===== src/rtl/packet_assembler_pkg.sv =====
// Shared constants and types for the HDMI data-island packet assembler.
// Geometry: 32 pixels per packet, 24-bit header, four 56-bit subpackets,
// 8-bit BCH ECC per lane (generator 8'h83, LSB-first shift register).
package packet_assembler_pkg;
    localparam int PACKET_PIXELS = 32;
    localparam int HEADER_BITS   = 24;
    localparam int SUB_BITS      = 56;
    localparam int ECC_BITS      = 8;
    localparam int NUM_SUBS      = 4;
    localparam logic [ECC_BITS-1:0] BCH_POLY = 8'h83;

    typedef logic [8:0]          packet_data_t;
    typedef logic [55:0]         subpacket_t;
    typedef logic [4:0]          pixel_idx_t;
    typedef logic [ECC_BITS-1:0] ecc_t;
endpackage


===== src/rtl/packet_assembler_if.sv =====
// Bus between the packet picker (master) and the packet assembler (slave).
//   data_island_period   picker -> assembler  high on every pixel of a data island
//   header[23:0]         picker -> assembler  HB2..HB0
//   sub[3:0]             picker -> assembler  subpackets 0..3, 56 bits each
//   packet_data[8:0]     assembler -> picker  TERC4 payload bits for this pixel
//   packet_pixel_counter assembler -> picker  pixel index 0..31 in current packet
//   packet_enable        assembler -> picker  picker may select the next packet
//   protocol_error       assembler -> picker  only with PACKET_ASSEMBLER_CHECK_EN
interface packet_assembler_if;
    import packet_assembler_pkg::*;

    logic                   data_island_period;
    logic [HEADER_BITS-1:0] header;
    subpacket_t [3:0]       sub;
    packet_data_t           packet_data;
    pixel_idx_t             packet_pixel_counter;
    logic                   packet_enable;
`ifdef PACKET_ASSEMBLER_CHECK_EN
    logic                   protocol_error;
`endif

    modport master (
        output data_island_period, header, sub,
        input  packet_data, packet_pixel_counter, packet_enable
`ifdef PACKET_ASSEMBLER_CHECK_EN
        , input protocol_error
`endif
    );

    modport slave (
        input  data_island_period, header, sub,
        output packet_data, packet_pixel_counter, packet_enable
`ifdef PACKET_ASSEMBLER_CHECK_EN
        , output protocol_error
`endif
    );
endinterface


===== src/rtl/packet_assembler_bch_ecc_step.sv =====
// Combinational BCH ECC update over BITS_PER_STEP data bits, bit 0 first.
//   ecc_i   current ECC register value
//   data_i  data bits consumed this step (bit 0 processed first)
//   ecc_o   ECC after all bits are absorbed
module packet_assembler_bch_ecc_step
    import packet_assembler_pkg::*;
#(
    parameter int BITS_PER_STEP = 1
) (
    input  ecc_t                     ecc_i,
    input  logic [BITS_PER_STEP-1:0] data_i,
    output ecc_t                     ecc_o
);
    always_comb begin
        ecc_t acc;
        acc = ecc_i;
        for (int i = 0; i < BITS_PER_STEP; i++) begin
            if (acc[0] ^ data_i[i]) begin
                acc = (acc >> 1) ^ BCH_POLY;
            end else begin
                acc = acc >> 1;
            end
        end
        ecc_o = acc;
    end
endmodule


===== src/rtl/packet_assembler.sv =====
// HDMI data-island packet assembler: serialises one picked packet (header +
// four subpackets) over 32 pixel clocks and appends BCH ECC per lane.
// Ports:
//   clk_pixel  pixel clock, the only clock
//   reset_n    synchronous active-low reset
//   bus        packet_assembler_if.slave (island strobe, header/sub in;
//              packet_data, packet_pixel_counter, packet_enable out)
// Build option: define PACKET_ASSEMBLER_CHECK_EN to add bus.protocol_error,
// a one-cycle pulse on a mid-packet island drop or on header/sub changing
// after pixel 0 of a packet.
module packet_assembler
    import packet_assembler_pkg::*;
(
    input logic                clk_pixel,
    input logic                reset_n,
    packet_assembler_if.slave  bus
);
    localparam pixel_idx_t HDR_PIXELS = pixel_idx_t'(HEADER_BITS);
    localparam pixel_idx_t SUB_PIXELS = pixel_idx_t'(SUB_BITS / 2);
    localparam pixel_idx_t LAST_PIXEL = pixel_idx_t'(PACKET_PIXELS - 1);

    pixel_idx_t             ctr_q, ctr_d;
    logic [HEADER_BITS-1:0] hdr_shadow_q, hdr_shadow_d, hdr_src;
    subpacket_t [3:0]       sub_shadow_q, sub_shadow_d, sub_src;
    ecc_t                   hdr_ecc_q, hdr_ecc_d, hdr_ecc_cur, hdr_ecc_step;
    ecc_t [3:0]             sub_ecc_q, sub_ecc_d, sub_ecc_cur, sub_ecc_step;
    packet_data_t           data_q, data_d;
    logic                   island, first_pixel;

    assign island      = bus.data_island_period;
    assign first_pixel = island && (ctr_q == '0);

    // Pixel 0 uses the live inputs (shadow not yet loaded); later pixels use the shadow.
    assign hdr_src = first_pixel ? bus.header : hdr_shadow_q;
    assign sub_src = first_pixel ? bus.sub    : sub_shadow_q;

    // ECC starts from zero at pixel 0 regardless of what the previous packet left.
    always_comb begin
        hdr_ecc_cur = first_pixel ? '0 : hdr_ecc_q;
        for (int k = 0; k < NUM_SUBS; k++) begin
            sub_ecc_cur[k] = first_pixel ? '0 : sub_ecc_q[k];
        end
    end

    packet_assembler_bch_ecc_step #(.BITS_PER_STEP(1)) u_hdr_ecc (
        .ecc_i  (hdr_ecc_cur),
        .data_i (hdr_src[ctr_q]),
        .ecc_o  (hdr_ecc_step)
    );

    for (genvar k = 0; k < NUM_SUBS; k++) begin : g_sub_ecc
        packet_assembler_bch_ecc_step #(.BITS_PER_STEP(2)) u_sub_ecc (
            .ecc_i  (sub_ecc_cur[k]),
            .data_i ({sub_src[k][{ctr_q, 1'b1}], sub_src[k][{ctr_q, 1'b0}]}),
            .ecc_o  (sub_ecc_step[k])
        );
    end

    always_comb begin
        ctr_d        = island ? ctr_q + 5'd1 : '0;  // 31 -> 0 wraps naturally
        hdr_shadow_d = first_pixel ? bus.header : hdr_shadow_q;
        sub_shadow_d = first_pixel ? bus.sub    : sub_shadow_q;
        hdr_ecc_d    = (island && ctr_q < HDR_PIXELS) ? hdr_ecc_step : hdr_ecc_q;
        sub_ecc_d    = sub_ecc_q;
        data_d       = '0;
        for (int k = 0; k < NUM_SUBS; k++) begin
            if (island && ctr_q < SUB_PIXELS) begin
                sub_ecc_d[k] = sub_ecc_step[k];
            end
        end
        if (island) begin
            // ECC bit index is c-24 / c-28; the low bits of c give it directly.
            data_d[0] = (ctr_q < HDR_PIXELS) ? hdr_src[ctr_q] : hdr_ecc_q[ctr_q[2:0]];
            for (int k = 0; k < NUM_SUBS; k++) begin
                if (ctr_q < SUB_PIXELS) begin
                    data_d[1+k] = sub_src[k][{ctr_q, 1'b0}];
                    data_d[5+k] = sub_src[k][{ctr_q, 1'b1}];
                end else begin
                    data_d[1+k] = sub_ecc_q[k][{ctr_q[1:0], 1'b0}];
                    data_d[5+k] = sub_ecc_q[k][{ctr_q[1:0], 1'b1}];
                end
            end
        end
    end

    always_ff @(posedge clk_pixel) begin
        if (!reset_n) begin
            ctr_q        <= '0;
            hdr_shadow_q <= '0;
            sub_shadow_q <= '0;
            hdr_ecc_q    <= '0;
            sub_ecc_q    <= '0;
            data_q       <= '0;
        end else begin
            ctr_q        <= ctr_d;
            hdr_shadow_q <= hdr_shadow_d;
            sub_shadow_q <= sub_shadow_d;
            hdr_ecc_q    <= hdr_ecc_d;
            sub_ecc_q    <= sub_ecc_d;
            data_q       <= data_d;
        end
    end

    assign bus.packet_data          = data_q;
    assign bus.packet_pixel_counter = ctr_q;
    assign bus.packet_enable        = island && (ctr_q == LAST_PIXEL);

`ifdef PACKET_ASSEMBLER_CHECK_EN
    logic perr_q, perr_d;

    always_comb begin
        perr_d = 1'b0;
        if (ctr_q != '0) begin
            if (!island) begin
                perr_d = 1'b1;
            end else if (bus.header != hdr_shadow_q || bus.sub != sub_shadow_q) begin
                perr_d = 1'b1;
            end
        end
    end

    always_ff @(posedge clk_pixel) begin
        if (!reset_n) begin
            perr_q <= 1'b0;
        end else begin
            perr_q <= perr_d;
        end
    end

    assign bus.protocol_error = perr_q;
`endif
endmodule


===== src/flat_wrapper.sv =====
// flat-port wrapper written by rule: the top's interface ports become plain ports
module packet_assembler_flat import packet_assembler_pkg::*;
  (clk_pixel, reset_n, bus_data_island_period, bus_header, bus_sub, bus_packet_data, bus_packet_pixel_counter, bus_packet_enable);
  packet_assembler_if bus_i ();
  input logic clk_pixel;
  input logic reset_n;
  input wire logic [$bits(bus_i.data_island_period)-1:0] bus_data_island_period;
  input wire logic [$bits(bus_i.header)-1:0] bus_header;
  input wire logic [$bits(bus_i.sub)-1:0] bus_sub;
  output wire logic [$bits(bus_i.packet_data)-1:0] bus_packet_data;
  output wire logic [$bits(bus_i.packet_pixel_counter)-1:0] bus_packet_pixel_counter;
  output wire logic [$bits(bus_i.packet_enable)-1:0] bus_packet_enable;
  assign bus_i.data_island_period = bus_data_island_period;
  assign bus_i.header = bus_header;
  assign bus_i.sub = bus_sub;
  assign bus_packet_data = bus_i.packet_data;
  assign bus_packet_pixel_counter = bus_i.packet_pixel_counter;
  assign bus_packet_enable = bus_i.packet_enable;
  packet_assembler u_core (.clk_pixel(clk_pixel), .reset_n(reset_n), .bus(bus_i));
endmodule

===== config.mk =====
export PLATFORM = sky130hd
export DESIGN_NAME = packet_assembler_flat
export DESIGN_NICKNAME = d
export VERILOG_FILES = /design/src/rtl/packet_assembler_pkg.sv /design/src/rtl/packet_assembler_if.sv /design/src/rtl/packet_assembler_bch_ecc_step.sv /design/src/rtl/packet_assembler.sv /design/src/flat_wrapper.sv
export SDC_FILE = /design/constraint.sdc
export NUM_CORES = 1
export LEC_CHECK = 0
export CAP_MARGIN = 10
export CORE_ASPECT_RATIO = 1.75
export CORE_MARGIN = 1.5
export CORE_UTILIZATION = 54
export CTS_CLUSTER_SIZE = 20
export DETAILED_ROUTE_END_ITERATION = 12
export PLACE_DENSITY = 0.88
export SLEW_MARGIN = 20
export SYNTH_ARGS = -nofsm -noshare
export SYNTH_HDL_FRONTEND = slang
export SYNTH_HIERARCHICAL = 1
export SYNTH_SLANG_ARGS = --single-unit

===== constraint.sdc =====
create_clock -name clk_pixel -period 4.4 [get_ports clk_pixel]
set_input_delay 0.88 -clock clk_pixel [delete_from_list [all_inputs] [get_ports clk_pixel]]
set_output_delay 0.88 -clock clk_pixel [all_outputs]
set_load 0.05 [all_outputs]

==> flow_summary.html <==
<table>
<tr><th>Metric</th><th>Value</th></tr>
<tr><th colspan="2">Setup path</th></tr>
<tr><td>Worst setup endpoint</td><td>bus_packet_enable</td></tr>
<tr><td>Data required, critical path</td><td>3.52 ns</td></tr>
<tr><td>Depth of the most critical reg-to-reg path</td><td>11</td></tr>
<tr><td>Crit. Startpoint</td><td>u_core/bus.packet_pixel_counter[0]</td></tr>
<tr><td>Reg-to-reg setup timing slack</td><td>0.52 ns</td></tr>
<tr><td>Reg2Reg Launch Point</td><td>u_core/bus.packet_pixel_counter[2]</td></tr>
<tr><td>Worst reg2reg endpoint</td><td>u_core/sub_ecc_q[17]</td></tr>
<tr><td>Highest net fanout along the worst path</td><td>182</td></tr>
<tr><td>Type of element launching the critical path</td><td>register</td></tr>
<tr><td>Worst Setup Path Type</td><td>register to output port</td></tr>
<tr><td>Crit path DAT</td><td>3.21 ns</td></tr>
<tr><td>Element type at the critical path end</td><td>output port</td></tr>
<tr><th colspan="2">Route</th></tr>
<tr><td>Starting DRT DRC Count</td><td>between 1000 and 1500</td></tr>
<tr><td>Detailed Route WL</td><td>48600 um</td></tr>
<tr><td>Via density per instance</td><td>6.05</td></tr>
<tr><td>Antenna viol nets, final</td><td>0</td></tr>
<tr><td>Pre-Repair DR Iteration Count</td><td>7</td></tr>
<tr><td>Total DRC errors in the routed layout</td><td>0</td></tr>
<tr><td>Wire per inst</td><td>20.1 um</td></tr>
<tr><td>Count of vias placed by the detailed router</td><td>14599</td></tr>
<tr><th colspan="2">CTS</th></tr>
<tr><td>Deepest level of the CTS H-tree</td><td>1</td></tr>
<tr><td>Post-cts hold buffer count</td><td>0</td></tr>
<tr><td>Clock tree root buffer cell</td><td>clkbuf_16</td></tr>
<tr><td>Gates resized, CTS repair</td><td>0</td></tr>
<tr><td>TritonCTS clock tree</td><td>yes</td></tr>
<tr><td>Clock slew seen by the registers of the worst setup and hold paths</td><td>0.07 ns</td></tr>
<tr><td>Clk sink count</td><td>302</td></tr>
<tr><td>Setup Fix Bufs, Post-CTS</td><td>0</td></tr>
<tr><td>Buffer levels on the longest clock path</td><td>3</td></tr>
<tr><td>Number of buffers created by CTS</td><td>28</td></tr>
<tr><td>Insertion delay to the later sink of the worst-skew pair</td><td>0.56 ns</td></tr>
<tr><th colspan="2">Finish</th></tr>
<tr><td>Sequential Area</td><td>6050 um2</td></tr>
<tr><td>Final-stage net count</td><td>2259</td></tr>
<tr><td>Final non-filler cell area</td><td>19700 um2</td></tr>
<tr><td>Layout fillers</td><td>2198</td></tr>
<tr><td>Area growth from synthesis to layout</td><td>23.7%</td></tr>
<tr><td>Multi-input gate area in the final layout</td><td>9110 um2</td></tr>
<tr><td>Ratio of cells with drive above 1 in the final layout</td><td>10.2%</td></tr>
<tr><th colspan="2">Logic synthesis</th></tr>
<tr><td>Number of synthesized register bits</td><td>302</td></tr>
<tr><td>Number of warnings printed during yosys synthesis</td><td>6</td></tr>
<tr><td>Ys flop type</td><td>dfxtp_1</td></tr>
<tr><td>EDFF count, synth</td><td>0</td></tr>
<tr><td>Cell taking the most area after synthesis</td><td>dfxtp_1</td></tr>
<tr><td>Summed instance area of the synthesized netlist</td><td>15900 um2</td></tr>
<tr><td>Top cells by count, synth</td><td>nand2_1, dfxtp_1, a21boi_0</td></tr>
<tr><td>Net count after synthesis</td><td>2091</td></tr>
<tr><td>Proportion of synthesized flip-flops having asynchronous set or reset</td><td>0%</td></tr>
<tr><td>Sequential share of the synthesized area</td><td>37.9%</td></tr>
<tr><td>Post-synthesis cell type count</td><td>between 60 and 70</td></tr>
<tr><td>Most used standard cell by instance count after synthesis</td><td>nand2_1</td></tr>
<tr><td>Mean cell area of the mapped netlist</td><td>between 8 and 9 um2</td></tr>
<tr><td>Synth top area share</td><td>roughly 38%</td></tr>
<tr><td>Number of cells produced by synthesis</td><td>approximately 1800</td></tr>
<tr><td>Top area cells in the synthesized netlist</td><td>dfxtp_1, nand2_1, a21boi_0, mux4_2, clkbuf_1</td></tr>
<tr><th colspan="2">Global routing</th></tr>
<tr><td>Total track usage</td><td>31.3%</td></tr>
<tr><td>Pin count of the biggest net entering global routing</td><td>183</td></tr>
<tr><td>Vias in the first global route</td><td>14374</td></tr>
<tr><td>Antenna violations before repair</td><td>11</td></tr>
<tr><td>First-pass GRT wire length</td><td>around 75000 um</td></tr>
<tr><td>Overflow after GRT</td><td>0</td></tr>
<tr><th colspan="2">Floorplanning</th></tr>
<tr><td>Core Footprint</td><td>between 20000 and 30000 um2</td></tr>
<tr><td>Die W</td><td>133 um</td></tr>
<tr><td>Area of the die</td><td>30600 um2</td></tr>
<tr><td>Vertical die dimension</td><td>between 200 and 250 um</td></tr>
<tr><td>Site row count</td><td>83</td></tr>
<tr><td>I/O pin count</td><td>approximately 270</td></tr>
<tr><td>Initial Util</td><td>54.6%</td></tr>
<tr><th colspan="2">STA</th></tr>
<tr><td>RSZ-0062 raised after global routing</td><td>false</td></tr>
<tr><td>Highest attainable clock frequency</td><td>roughly 240 MHz</td></tr>
<tr><td>Sum of negative setup slack</td><td>0 ns</td></tr>
<tr><td>Maximum clock skew at final layout</td><td>about 0.018 ns</td></tr>
<tr><td>Number of endpoints failing setup at the final stage</td><td>0</td></tr>
<tr><td>Final worst-path cycle share</td><td>slightly above 90%</td></tr>
<tr><td>Worst-Margin Slew</td><td>1.07 ns</td></tr>
<tr><td>Final count of pins violating max slew</td><td>0</td></tr>
<tr><td>Worst slew margin relative to its limit</td><td>between 20 and 30%</td></tr>
<tr><td>Fin. Hold Viols</td><td>0</td></tr>
<tr><td>Final worst path period need</td><td>4.09 ns</td></tr>
<tr><th colspan="2">Power</th></tr>
<tr><td>Leakage power of the design</td><td>about 7 nW</td></tr>
<tr><td>Peak ir drop on the vdd network</td><td>295 uV</td></tr>
<tr><td>Power density over the cells</td><td>roughly 340 nW/um2</td></tr>
<tr><th colspan="2">Hold path</th></tr>
<tr><td>Worst min path class</td><td>register to register</td></tr>
<tr><td>Start point of the worst hold path</td><td>u_core/sub_shadow_q[192]</td></tr>
<tr><th colspan="2">Placement</th></tr>
<tr><td>DP HPWL</td><td>~33000 um</td></tr>
<tr><td>Placed cell areas</td><td>approximately 19000 um2</td></tr>
<tr><td>Placer congestion estimate</td><td>0.873</td></tr>
<tr><td>IO buf count</td><td>265</td></tr>
<tr><th colspan="2">Job</th></tr>
<tr><td>Number of maximum-capacitance constraint violations</td><td>0</td></tr>
<tr><th colspan="2">Outcome</th></tr>
<tr><td>Result of the run</td><td>complete, no violations</td></tr>
</table>
==> cell type report <==
cell class                      count  share of cell area, %
Multi-Input combinational cell   1350                   46.2
Tap cell                          382                   2.42
Clock buffer                       38                   4.31
Timing Repair Buffer              311                   15.6
Sequential cell                   302                   30.7
Inverter                           12                  0.228
Clock inverter                     10                  0.438
Antenna cell                        9                  0.114
==> layer usage <==
metal | up-vias | GRT usage [%] | wire [um]
li1 | 6667 | - | -
met1 | 7016 | 34.9 | 17200
met2 | 719 | 53.4 | 24100
met3 | 193 | 4.28 | 3200
met4 | 4 | 24.7 | 4040
met5 | - | 0 | 31
==> per-stage QoR <==
stage / power (mW) / util [%] / cells / hold WS [ns] / setup slack (ns)
6_report: 6.74 / 67.6 / 2414 / 0.464 / 0.312
5_1_grt: 6.97 / 67.6 / 2414 / 0.476 / 0.288
4_1_cts: 6.73 / 67.5 / 2405 / 0.466 / 0.378
3_5_place_dp: 4.29 / 64.3 / 2357 / 0.457 / 0.408
3_3_place_gp: 4.24 / 64.3 / 2357 / 0.447 / 0.481
2_1_floorplan: 3.80 / - / 1837 / 0.436 / 0.263
==> report_power, final <==
part	internal, mW	switching, mW
Combinational	0.636	0.624
Clock	1.41	1.08
Sequential	2.91	0.0912
==> critical path, cell delays in order, from the launching register on <==
cell             delay, ns
dfxtp_4               0.36
buf_12                0.58
ha_1                  0.31
and3_1                0.17
ha_1                  0.14
and2_1                0.11
clkdlybuf4s50_1       0.80
==> cell usage in the layout, fill, tap and decap left out, types with 5 or more instances in the layout <==
master,netlist,routed
mux2_2,11,11
buf_12,0,7
and3_1,13,13
clkdlybuf4s50_1,0,263
nor4_1,5,5
xnor2_1,14,14
diode_2,0,9
and4b_1,5,5
nand3_1,12,12
a221oi_1,8,8
o21ai_0,36,36
a221o_1,8,8
inv_1,9,9
mux2i_1,9,9
a21boi_0,286,286
dfxtp_1,302,300
and2_1,50,49
nor2_1,15,15
a21o_1,9,9
nor2b_1,5,5
a22oi_1,24,24
o31ai_1,10,10
a31oi_1,6,6
a22o_1,14,14
mux4_2,79,79
clkbuf_16,0,30
nand2_1,600,599
buf_4,22,39
nor3_2,1,5
clkinv_2,0,5
a21oi_1,25,25
clkbuf_8,0,7
nand2b_1,29,29
a211oi_1,19,19
==> worst min path at each step <==
stage	to	cells past startpoint
2_1_floorplan	u_core/sub_shadow_q[111]	2
6_report	u_core/sub_shadow_q[192]	2
3_5_place_dp	u_core/sub_shadow_q[6]	2
5_1_grt	u_core/sub_shadow_q[164]	2
4_1_cts	u_core/sub_shadow_q[183]	2
3_3_place_gp	u_core/sub_shadow_q[46]	2
==> cells by family after synthesis <==
logic type | after synthesis | synth area share, %
AND/OR/NAND/NOR | 753 | 20.1
AO/OA/AOI/OAI | 468 | 21.6
flip-flops | 302 | 37.9
buffers and inverters | 185 | 5.27
multiplexers | 101 | 12.8
XOR/XNOR | 25 | 2.09
adder cells (fa/ha/maj) | 3 | 0.235
==> state kept, by name (all words and copies together), names as in the netlist <==
signal / count
u_core/bus.packet_data: 9
u_core/bus.packet_pixel_counter: 5
u_core/hdr_ecc_q: 8
u_core/hdr_shadow_q: 24
u_core/sub_ecc_q: 32
u_core/sub_shadow_q: 224
Note: power is estimated with default switching activity, not from simulation.
